--- src/rtl/collision_scan.sv ---
// Sequential point-vs-object-table region test: scans NUM_OBJ entries, one per cycle,
// against a latched check point and reports any-hit, lowest hit index and hit count.
module collision_scan #(
    parameter int XW      = 10,
    parameter int YW      = 9,
    parameter int NUM_OBJ = 8,
    parameter int IDXW    = $clog2(NUM_OBJ)
) (
    input  logic            Clk,
    input  logic            Reset,
    input  logic            wr_en,
    input  logic [IDXW-1:0] wr_idx,
    input  logic [XW-1:0]   wr_x,
    input  logic [YW-1:0]   wr_y,
    input  logic [XW-1:0]   wr_radius,
    input  logic            wr_valid,
    input  logic            req_valid,
    output logic            req_ready,
    input  logic [XW-1:0]   check_x,
    input  logic [YW-1:0]   check_y,
    input  logic            mode,
    output logic            rsp_valid,
    input  logic            rsp_ready,
    output logic            rsp_hit,
    output logic [IDXW-1:0] rsp_idx,
    output logic [IDXW:0]   rsp_count
);

    localparam int SW = ((XW > YW) ? XW : YW) + 1;
    localparam logic [IDXW-1:0] LAST = IDXW'(NUM_OBJ - 1);

    typedef enum logic [1:0] {ST_IDLE, ST_SCAN, ST_FLUSH, ST_DONE} state_t;

    // Distances are magnitudes of unsigned differences; the diamond sum gets one
    // extra bit so radius 1023 against a far corner cannot alias into a hit.
    function automatic logic obj_hit(
        input logic [XW-1:0] px, input logic [YW-1:0] py, input logic md,
        input logic [XW-1:0] ox, input logic [YW-1:0] oy,
        input logic [XW-1:0] r,  input logic v
    );
        logic [XW-1:0] dx;
        logic [YW-1:0] dy;
        logic [SW-1:0] dxe, dye, re;
        dx  = (px > ox) ? (px - ox) : (ox - px);
        dy  = (py > oy) ? (py - oy) : (oy - py);
        dxe = SW'(dx);
        dye = SW'(dy);
        re  = SW'(r);
        if (!v)
            return 1'b0;
        if (md)
            return re > (dxe + dye);
        return (re > dxe) && (re > dye);
    endfunction

    state_t            state_q, state_d;
    logic [IDXW-1:0]   ptr_q, ptr_d;
    logic [XW-1:0]     pt_x_q, pt_x_d;
    logic [YW-1:0]     pt_y_q, pt_y_d;
    logic              mode_q, mode_d;
    logic              vld_p1_q, vld_p1_d;
    logic              hit_p1_q, hit_p1_d;
    logic [IDXW-1:0]   idx_p1_q, idx_p1_d;
    logic              hit_q, hit_d;
    logic [IDXW-1:0]   idx_q, idx_d;
    logic [IDXW:0]     count_q, count_d;
    logic              rsp_valid_q, rsp_valid_d;
    logic              req_ready_q, req_ready_d;

    logic [XW-1:0]     obj_x_q [NUM_OBJ];
    logic [XW-1:0]     obj_x_d [NUM_OBJ];
    logic [YW-1:0]     obj_y_q [NUM_OBJ];
    logic [YW-1:0]     obj_y_d [NUM_OBJ];
    logic [XW-1:0]     obj_r_q [NUM_OBJ];
    logic [XW-1:0]     obj_r_d [NUM_OBJ];
    logic              obj_v_q [NUM_OBJ];
    logic              obj_v_d [NUM_OBJ];

    always_comb begin
        obj_x_d = obj_x_q;
        obj_y_d = obj_y_q;
        obj_r_d = obj_r_q;
        obj_v_d = obj_v_q;
        if (wr_en && (32'(wr_idx) < NUM_OBJ)) begin
            obj_x_d[wr_idx] = wr_x;
            obj_y_d[wr_idx] = wr_y;
            obj_r_d[wr_idx] = wr_radius;
            obj_v_d[wr_idx] = wr_valid;
        end
    end

    always_comb begin
        state_d  = state_q;
        ptr_d    = ptr_q;
        pt_x_d   = pt_x_q;
        pt_y_d   = pt_y_q;
        mode_d   = mode_q;
        hit_d    = hit_q;
        idx_d    = idx_q;
        count_d  = count_q;
        vld_p1_d = 1'b0;
        idx_p1_d = ptr_q;
        hit_p1_d = obj_hit(pt_x_q, pt_y_q, mode_q, obj_x_q[ptr_q], obj_y_q[ptr_q],
                           obj_r_q[ptr_q], obj_v_q[ptr_q]);

        // Stage p1 -> accumulate: only the first hit claims the index
        if (vld_p1_q && hit_p1_q) begin
            if (!hit_q)
                idx_d = idx_p1_q;
            hit_d   = 1'b1;
            count_d = count_q + (IDXW+1)'(1);
        end

        case (state_q)
            ST_IDLE: begin
                if (req_valid) begin
                    state_d = ST_SCAN;
                    pt_x_d  = check_x;
                    pt_y_d  = check_y;
                    mode_d  = mode;
                    ptr_d   = '0;
                    hit_d   = 1'b0;
                    idx_d   = '0;
                    count_d = '0;
                end
            end
            ST_SCAN: begin
                vld_p1_d = 1'b1;
                if (ptr_q == LAST)
                    state_d = ST_FLUSH;
                else
                    ptr_d = ptr_q + IDXW'(1);
            end
            ST_FLUSH: state_d = ST_DONE;
            ST_DONE: begin
                if (rsp_ready)
                    state_d = ST_IDLE;
            end
            default: state_d = ST_IDLE;
        endcase

        rsp_valid_d = (state_d == ST_DONE);
        req_ready_d = (state_d == ST_IDLE);
    end

    always_ff @(posedge Clk or posedge Reset) begin
        if (Reset) begin
            state_q     <= ST_IDLE;
            ptr_q       <= '0;
            vld_p1_q    <= 1'b0;
            hit_q       <= 1'b0;
            idx_q       <= '0;
            count_q     <= '0;
            rsp_valid_q <= 1'b0;
            req_ready_q <= 1'b1;
            for (int i = 0; i < NUM_OBJ; i++)
                obj_v_q[i] <= 1'b0;
        end else begin
            state_q     <= state_d;
            ptr_q       <= ptr_d;
            vld_p1_q    <= vld_p1_d;
            hit_q       <= hit_d;
            idx_q       <= idx_d;
            count_q     <= count_d;
            rsp_valid_q <= rsp_valid_d;
            req_ready_q <= req_ready_d;
            obj_v_q     <= obj_v_d;
        end
    end

    always_ff @(posedge Clk) begin
        pt_x_q   <= pt_x_d;
        pt_y_q   <= pt_y_d;
        mode_q   <= mode_d;
        hit_p1_q <= hit_p1_d;
        idx_p1_q <= idx_p1_d;
        obj_x_q  <= obj_x_d;
        obj_y_q  <= obj_y_d;
        obj_r_q  <= obj_r_d;
    end

    assign req_ready = req_ready_q;
    assign rsp_valid = rsp_valid_q;
    assign rsp_hit   = hit_q;
    assign rsp_idx   = idx_q;
    assign rsp_count = count_q;

endmodule

--- config.mk ---
export PLATFORM = sky130hd
export DESIGN_NAME = collision_scan
export DESIGN_NICKNAME = d
export VERILOG_FILES = /design/src/rtl/collision_scan.sv
export SDC_FILE = /design/constraint.sdc
export NUM_CORES = 1
export LEC_CHECK = 0
export ABC_CLOCK_PERIOD_IN_PS = 7450
export BUFFER_PORTS_ARGS = -buffer_cell sky130_fd_sc_hd__buf_2
export CORE_ASPECT_RATIO = 0.5
export CORE_MARGIN = 3
export CORE_UTILIZATION = 52
export CTS_CLUSTER_SIZE = 30
export DETAILED_ROUTE_END_ITERATION = 8
export GPL_ROUTABILITY_DRIVEN = 0
export PLACE_DENSITY = 0.69
export SYNTH_ARGS = -nofsm -noshare
export SYNTH_HDL_FRONTEND = slang
export SYNTH_SLANG_ARGS = --single-unit
export TNS_END_PERCENT = 50
--- constraint.sdc ---
create_clock -name Clk -period 7.45 [get_ports Clk]
set_input_delay 0.3725 -clock Clk [delete_from_list [all_inputs] [get_ports Clk]]
set_output_delay 0.3725 -clock Clk [all_outputs]
set_load 0.01 [all_outputs]
==> results.py, run 1 <==
metrics = {
    "logic_synthesis": {
        "synth.most_common_cell": "edfxtp_1",
        "syn_nets": 967,
        "synthAdderAreaFrac": 0.0750,
        "synth-compound-area-share": 0.0749,
        "synthMuxAreaShare": 0.146,
        "yosys-top-cells-count": "edfxtp_1, ha_1, inv_1",
        "synth_top_cell_area_share": 0.566,
        "synthFlopType": "edfxtp_1",
        "synth-seq-cells": 280,
        "synthSimpleGateAreaFrac": 0.0375,
        "synth_xor_area_frac": 0.0225,
        "synth_area_um2": 13400,
        "ys_types": 70,
        "synth-seq-area-share": 0.617,
        "syn_avg_cell_area_um2": 16.1,
        "yosysTopAreaCell": "edfxtp_1",
        "async_flop_share": 0.0857,
        "synthTopCellsByArea": "edfxtp_1, mux4_2, ha_1",
        "synth_edf_count": 252,
        "syn-instance-count": 832,
        "synth_top_family_by_area": "multiplexers",
        "ys.warnings.count": 0,
    },
    "cts": {
        "ctsResizeCount": 0,
        "cts.clk_slew.worst_paths_ns": 0.08,
        "clock-sinks": 280,
        "cts_made_buffers": 25,
        "htreeDepth": 1,
        "insertion_delay_ns": 0.56,
        "cts_tree": "yes",
        "clockBufferDepth": 3,
        "clock-root-buffer": "clkbuf_16",
    },
    "worst_setup_path": {
        "critical_path_required_ns": 7.88,
        "critPathKind": "flop to flop",
        "crit_fanout": 44,
        "worst_setup_path_start_kind": "flop",
        "arrival_ns": 7.27,
        "setup.worst_path.end_class": "flop",
    },
    "global_route": {
        "grt_use_met3": 0.0612,
        "antenna_found_initial": 3,
        "grt_overflow": 0,
        "grt_pass1_vias": 7688,
        "grt-busiest-layer": "met2",
        "grt_pass1_wl_um": 45600,
        "grt_max_degree": 45,
        "met1_usage": 0.325,
        "grt_usage": 0.219,
        "grt_util_met2": 0.326,
    },
    "timing": {
        "hold_violations": 0,
        "worstMarginPinSlew_ns": 0.893,
        "setup_viol": 0,
        "setup_tns_ns": 0,
        "slew-limit-headroom": 0.388,
        "clock.fmax_mhz": 146,
        "min_period_over_period": 0.918,
        "report.final.slew_viol_count": 0,
        "skew_ns": 0.0272,
        "rsz0062_at_grt": "no",
        "layout_min_cycle_time_ns": 6.84,
    },
    "routing": {
        "drt-initial-drc-count": 725,
        "ant_nets": 0,
        "viasPerCell": 5.88,
        "drc": 0,
        "first_pass_iters": 5,
        "wire_per_inst_um": 22.7,
        "totalWireLength_um": 29500,
        "vias": 7638,
    },
    "die": {
        "top_level_ports": 68,
        "die_y_um": 119,
        "dieArea_um2": 27800,
        "start_util": 0.543,
        "rows": 40,
        "dieWidth_um": 233,
        "coreArea_um2": 24600,
    },
    "placement": {
        "port_buffers": 67,
        "hpwl_um": 19300,
    },
    "cells_and_area": {
        "multi_input_area_um2": 4820,
        "n_fill_cell": 1785,
        "seq_area_um2": 8260,
        "area_delta_synth_final_pct": 14.1,
        "final_nets": 1076,
        "drive_above_1_share": 0.246,
    },
    "hold_path": {
        "holdCritPathClass": "primary input to flop",
    },
    "status": {
        "outcome": "complete, no violations",
    },
    "run": {
        "maxCapViolations": 0,
    },
}
[state kept, by name, summed over array words and instances, names as in the netlist, 2 cells and up]
signal,cells
state_q,2
rsp_idx,3
obj_x_q,80
obj_y_q,72
rsp_count,4
idx_p1_d,3
pt_y_q,9
obj_v_q,8
obj_r_q,80
idx_p1_q,3
pt_x_q,10
[layout make-up]
class / instances / share of cell area
Inverter: 70 / 0.0173
Clock buffer: 28 / 0.0417
Antenna cell: 2 / 0.000328
Clock inverter: 18 / 0.0126
Multi-Input combinational cell: 458 / 0.316
Timing Repair Buffer: 106 / 0.0443
Tap cell: 336 / 0.0275
Sequential cell: 280 / 0.541
[critical path, stage by stage, from the launching register on]
cell	delay, ns
dfrtp_4	0.97
mux4_2	0.59
mux2i_1	0.48
inv_1	0.16
ha_1	0.35
nor2b_1	0.16
o2111ai_1	0.23
a21boi_1	0.14
o41ai_4	0.42
mux2i_1	0.47
a21oi_1	0.12
o21ai_0	0.33
xor2_1	0.24
ha_1	0.35
and3_1	0.22
a21oi_1	0.14
o211a_1	0.19
a311oi_2	0.05
ha_1	0.33
nand3_1	0.10
o31ai_1	0.24
nor2_1	0.06
o31ai_1	0.10
nand2b_1	0.15
o311ai_1	0.09
[path summary, 6_finish.rpt]
kind                                         startpoint                endpoint  slack (ns)  cells past startpoint
worst max-delay path            idx_p1_d[0]$_DFFE_PP0P_     hit_p1_q$_SDFF_PN0_        0.61                     24
worst min-delay path                         check_x[1]     pt_x_q[1]$_DFFE_PP_        0.02                      1
worst max register to register  idx_p1_d[0]$_DFFE_PP0P_     hit_p1_q$_SDFF_PN0_        0.61                     24
worst min register to register      idx_p1_q[2]$_DFF_P_    rsp_idx[2]$_DFF_PP0_        0.45                      2
max in group asynchronous                         Reset     req_ready$_DFF_PP1_        6.71                      4
min in group asynchronous                         Reset  rsp_count[1]$_DFF_PP0_        0.42                      4
[per-stage QoR]
step | instance area, um^2 | setup slack (ns) | std cells | utilization | hold slack (ns)
finish | 15300 | 0.608 | 1298 | 0.620 | 0.0170
global route | 15300 | 0.0439 | 1297 | 0.620 | 0.00354
detailed placement | 14200 | 0.672 | 1231 | 0.578 | 0.441
CTS | 15300 | 0.625 | 1296 | 0.620 | 0.00163
floorplan | 13400 | 1.02 | 832 | - | 0.368
global placement | 14200 | 0.823 | 1231 | 0.578 | 0.433
[repair_timing]
item / CTS / global route
setup buffers: 0 / 0
endpoints found under the setup margin: 0 / 0
hold endpoints to repair: 41 / 0
hold buffers: 19 / 0
[cell usage in the layout, fill, tap and decap left out, drive strengths merged, types with 23 or more instances in the layout]
cell type and instances:
edfxtp 252, buf 87, ha 73, inv 73
mux4 60, a21oi 38, mux2i 35, clkbuf 28
nand2 25, dfrtp 23
[cell families (layout without fill, tap and decap cells)]
group | after synthesis | after routing
flops | 280 | 280
compound gates | 136 | 136
mux | 117 | 117
simple gates | 100 | 100
buf+inv | 94 | 222
fa+ha+maj | 78 | 78
xor+xnor | 27 | 27
other cells | 0 | 2
[layer usage]
layer  wire, um  up-vias  part of all wire
li1           -     3457                 -
met1      13400     3898              0.45
met2      13200      233              0.45
met3       2380       46             0.081
met4        487        4             0.017
met5         22        -           0.00075
Power of run 1 is not shown: default switching activity piles up to over one toggle a cycle in this logic, so the estimate is an artifact.
==> run 2: changes to the inputs <==
--- a/config.mk
+++ b/config.mk
@@ -7,13 +7,15 @@
 export LEC_CHECK = 0
 export ABC_CLOCK_PERIOD_IN_PS = 7450
 export BUFFER_PORTS_ARGS = -buffer_cell sky130_fd_sc_hd__buf_2
+export CELL_PAD_IN_SITES_DETAIL_PLACEMENT = 0
+export CELL_PAD_IN_SITES_GLOBAL_PLACEMENT = 1
 export CORE_ASPECT_RATIO = 0.5
 export CORE_MARGIN = 3
 export CORE_UTILIZATION = 52
 export CTS_CLUSTER_SIZE = 30
 export DETAILED_ROUTE_END_ITERATION = 8
 export GPL_ROUTABILITY_DRIVEN = 0
-export PLACE_DENSITY = 0.69
+export PLACE_DENSITY = 0.76
 export SYNTH_ARGS = -nofsm -noshare
 export SYNTH_HDL_FRONTEND = slang
 export SYNTH_SLANG_ARGS = --single-unit
==> run 2 against run 1 <==
  * Setup slack gained 0.046 ns
  * Critical endpoint unchanged
  * Core utilization grew 0.086 points
  * Fmax grew 0.68%
  * Clock skew shrank 0.020 ns
==> results.py, run 2 (same netlist as run 1, synthesis figures left out) <==
metrics = {
    "die": {
        "coreArea_um2": 24600,
        "dieArea_um2": 27800,
        "top_level_ports": 68,
        "rows": 40,
        "dieWidth_um": 233,
        "start_util": 0.543,
        "die_y_um": 119,
    },
    "cts": {
        "insertion_delay_ns": 0.55,
        "clock-sinks": 280,
        "postCtsSetupBuffers": 0,
        "cts.clk_slew.worst_paths_ns": 0.07,
        "cts_tree": "yes",
        "ctsResizeCount": 0,
        "htreeDepth": 1,
        "clock-root-buffer": "clkbuf_16",
        "cts_made_buffers": 25,
        "clockBufferDepth": 3,
    },
    "run": {
        "maxCapViolations": 0,
    },
    "timing": {
        "worstMarginPinSlew_ns": 1.01,
        "layout_min_cycle_time_ns": 6.80,
        "setup_viol": 0,
        "setup_tns_ns": 0,
        "min_period_over_period": 0.912,
        "clock.fmax_mhz": 147,
        "skew_ns": 0.00722,
        "rsz0062_at_grt": "no",
        "hold_violations": 0,
        "slew-limit-headroom": 0.323,
        "report.final.slew_viol_count": 0,
    },
    "global_route": {
        "grt_usage": 0.223,
        "antenna_found_initial": 5,
        "grt_overflow": 0,
        "grt_pass1_vias": 7703,
        "grt_pass1_wl_um": 46200,
        "grt_max_degree": 34,
    },
    "worst_setup_path": {
        "critPathKind": "flop to flop",
        "arrival_ns": 7.21,
        "worst_setup_path_start_kind": "flop",
        "setup.worst_path.end_class": "flop",
        "rr_worst_depth": 21,
        "crit_fanout": 33,
        "reg2reg_slack_ns": 0.65,
        "critical_path_required_ns": 7.87,
    },
    "cells_and_area": {
        "n_fill_cell": 1815,
        "multi_input_area_um2": 4820,
        "final_nets": 1075,
        "final_common_cell": "edfxtp_1",
        "layout_common_cells": "edfxtp_1, ha_1, inv_1",
        "area_delta_synth_final_pct": 14.3,
        "drive_above_1_share": 0.252,
        "reg.largest.list": "obj_r_q (80), obj_x_q (80), obj_y_q (72)",
        "instances_no_fill": 1295,
        "seq_area_um2": 8260,
        "final_core_util": 0.621,
    },
    "routing": {
        "wire_per_inst_um": 23.1,
        "ant_nets": 0,
        "vias": 7511,
        "totalWireLength_um": 29900,
        "drt-initial-drc-count": 572,
        "drc": 0,
        "viasPerCell": 5.80,
        "first_pass_iters": 5,
    },
    "hold_path": {
        "min_path_cells": 1,
        "holdCritPathClass": "primary input to flop",
    },
    "placement": {
        "hpwl_um": 19800,
        "port_buffers": 67,
        "dp_cells": 1233,
    },
    "status": {
        "outcome": "complete, no violations",
    },
}
[run 2: cell count changes in the layout (fill, tap and decap cells not counted), moves of 2 or more]
cell,before,now
dlygate4sd3_1,19,16
inv_8,2,0
clkinv_1,5,3
clkbuf_1,3,1
clkinv_2,6,8
[run 2: critical path: stages (launching register included)]
cell	delay (ns)
dfrtp_4	0.84
mux4_2	0.60
mux2i_1	0.70
inv_1	0.20
ha_1	0.36
nand3_1	0.13
or3_4	0.43
o211ai_4	0.23
mux2_1	0.38
o21ai_2	0.34
ha_1	0.34
a21o_1	0.23
o32a_1	0.29
a41o_1	0.23
a21oi_1	0.17
xor2_1	0.19
ha_1	0.27
o21ai_0	0.08
a21oi_1	0.09
o31ai_1	0.30
nand2b_1	0.16
o311ai_1	0.10
[run 2: timing repair]
action | CTS | global route
hold buffers | 14 | 2
endpoints found under the setup margin | 0 | 0
hold endpoints to repair | 14 | 2
[run 2: metal layers]
| layer | routed length (um) | vias up | part of all wire | global-route usage |
|---|---|---|---|---|
| met3 | 1900 | 33 | 0.063 | 0.0488 |
| met4 | 380 | 6 | 0.013 | 0.0361 |
| met5 | 38 | - | 0.0013 | 0 |
| met1 | 14400 | 3798 | 0.48 | 0.341 |
| li1 | - | 3458 | - | - |
| met2 | 13200 | 216 | 0.44 | 0.335 |
[run 2: stage by stage]
step	worst slack, ns	area, um^2	hold WS, ns
2_1_floorplan	1.02	13400	0.368
3_3_place_gp	0.727	14300	0.432
3_5_place_dp	0.678	14300	0.435
4_1_cts	0.645	15300	0.000331
5_1_grt	0.197	15300	0.00000466
6_report	0.654	15300	0.0179
[run 2: final cells by class]
type,count,area share
Sequential cell,280,0.540
Clock buffer,26,0.0412
Multi-Input combinational cell,458,0.315
Timing Repair Buffer,105,0.0440
Antenna cell,1,0.000164
Tap cell,336,0.0275
Inverter,70,0.0173
Clock inverter,19,0.0148
[run 2: final timing paths]
check / end / from
max: hit_p1_q$_SDFF_PN0_ / idx_p1_d[0]$_DFFE_PP0P_
min: pt_x_q[1]$_DFFE_PP_ / check_x[1]
max reg2reg: hit_p1_q$_SDFF_PN0_ / idx_p1_d[0]$_DFFE_PP0P_
min reg2reg: rsp_idx[1]$_DFF_PP0_ / idx_p1_q[1]$_DFF_P_
max in group asynchronous: idx_p1_d[0]$_DFFE_PP0P_ / Reset
min in group asynchronous: vld_p1_q$_DFF_PP0_ / Reset
Power of run 2 is left out for the same reason.
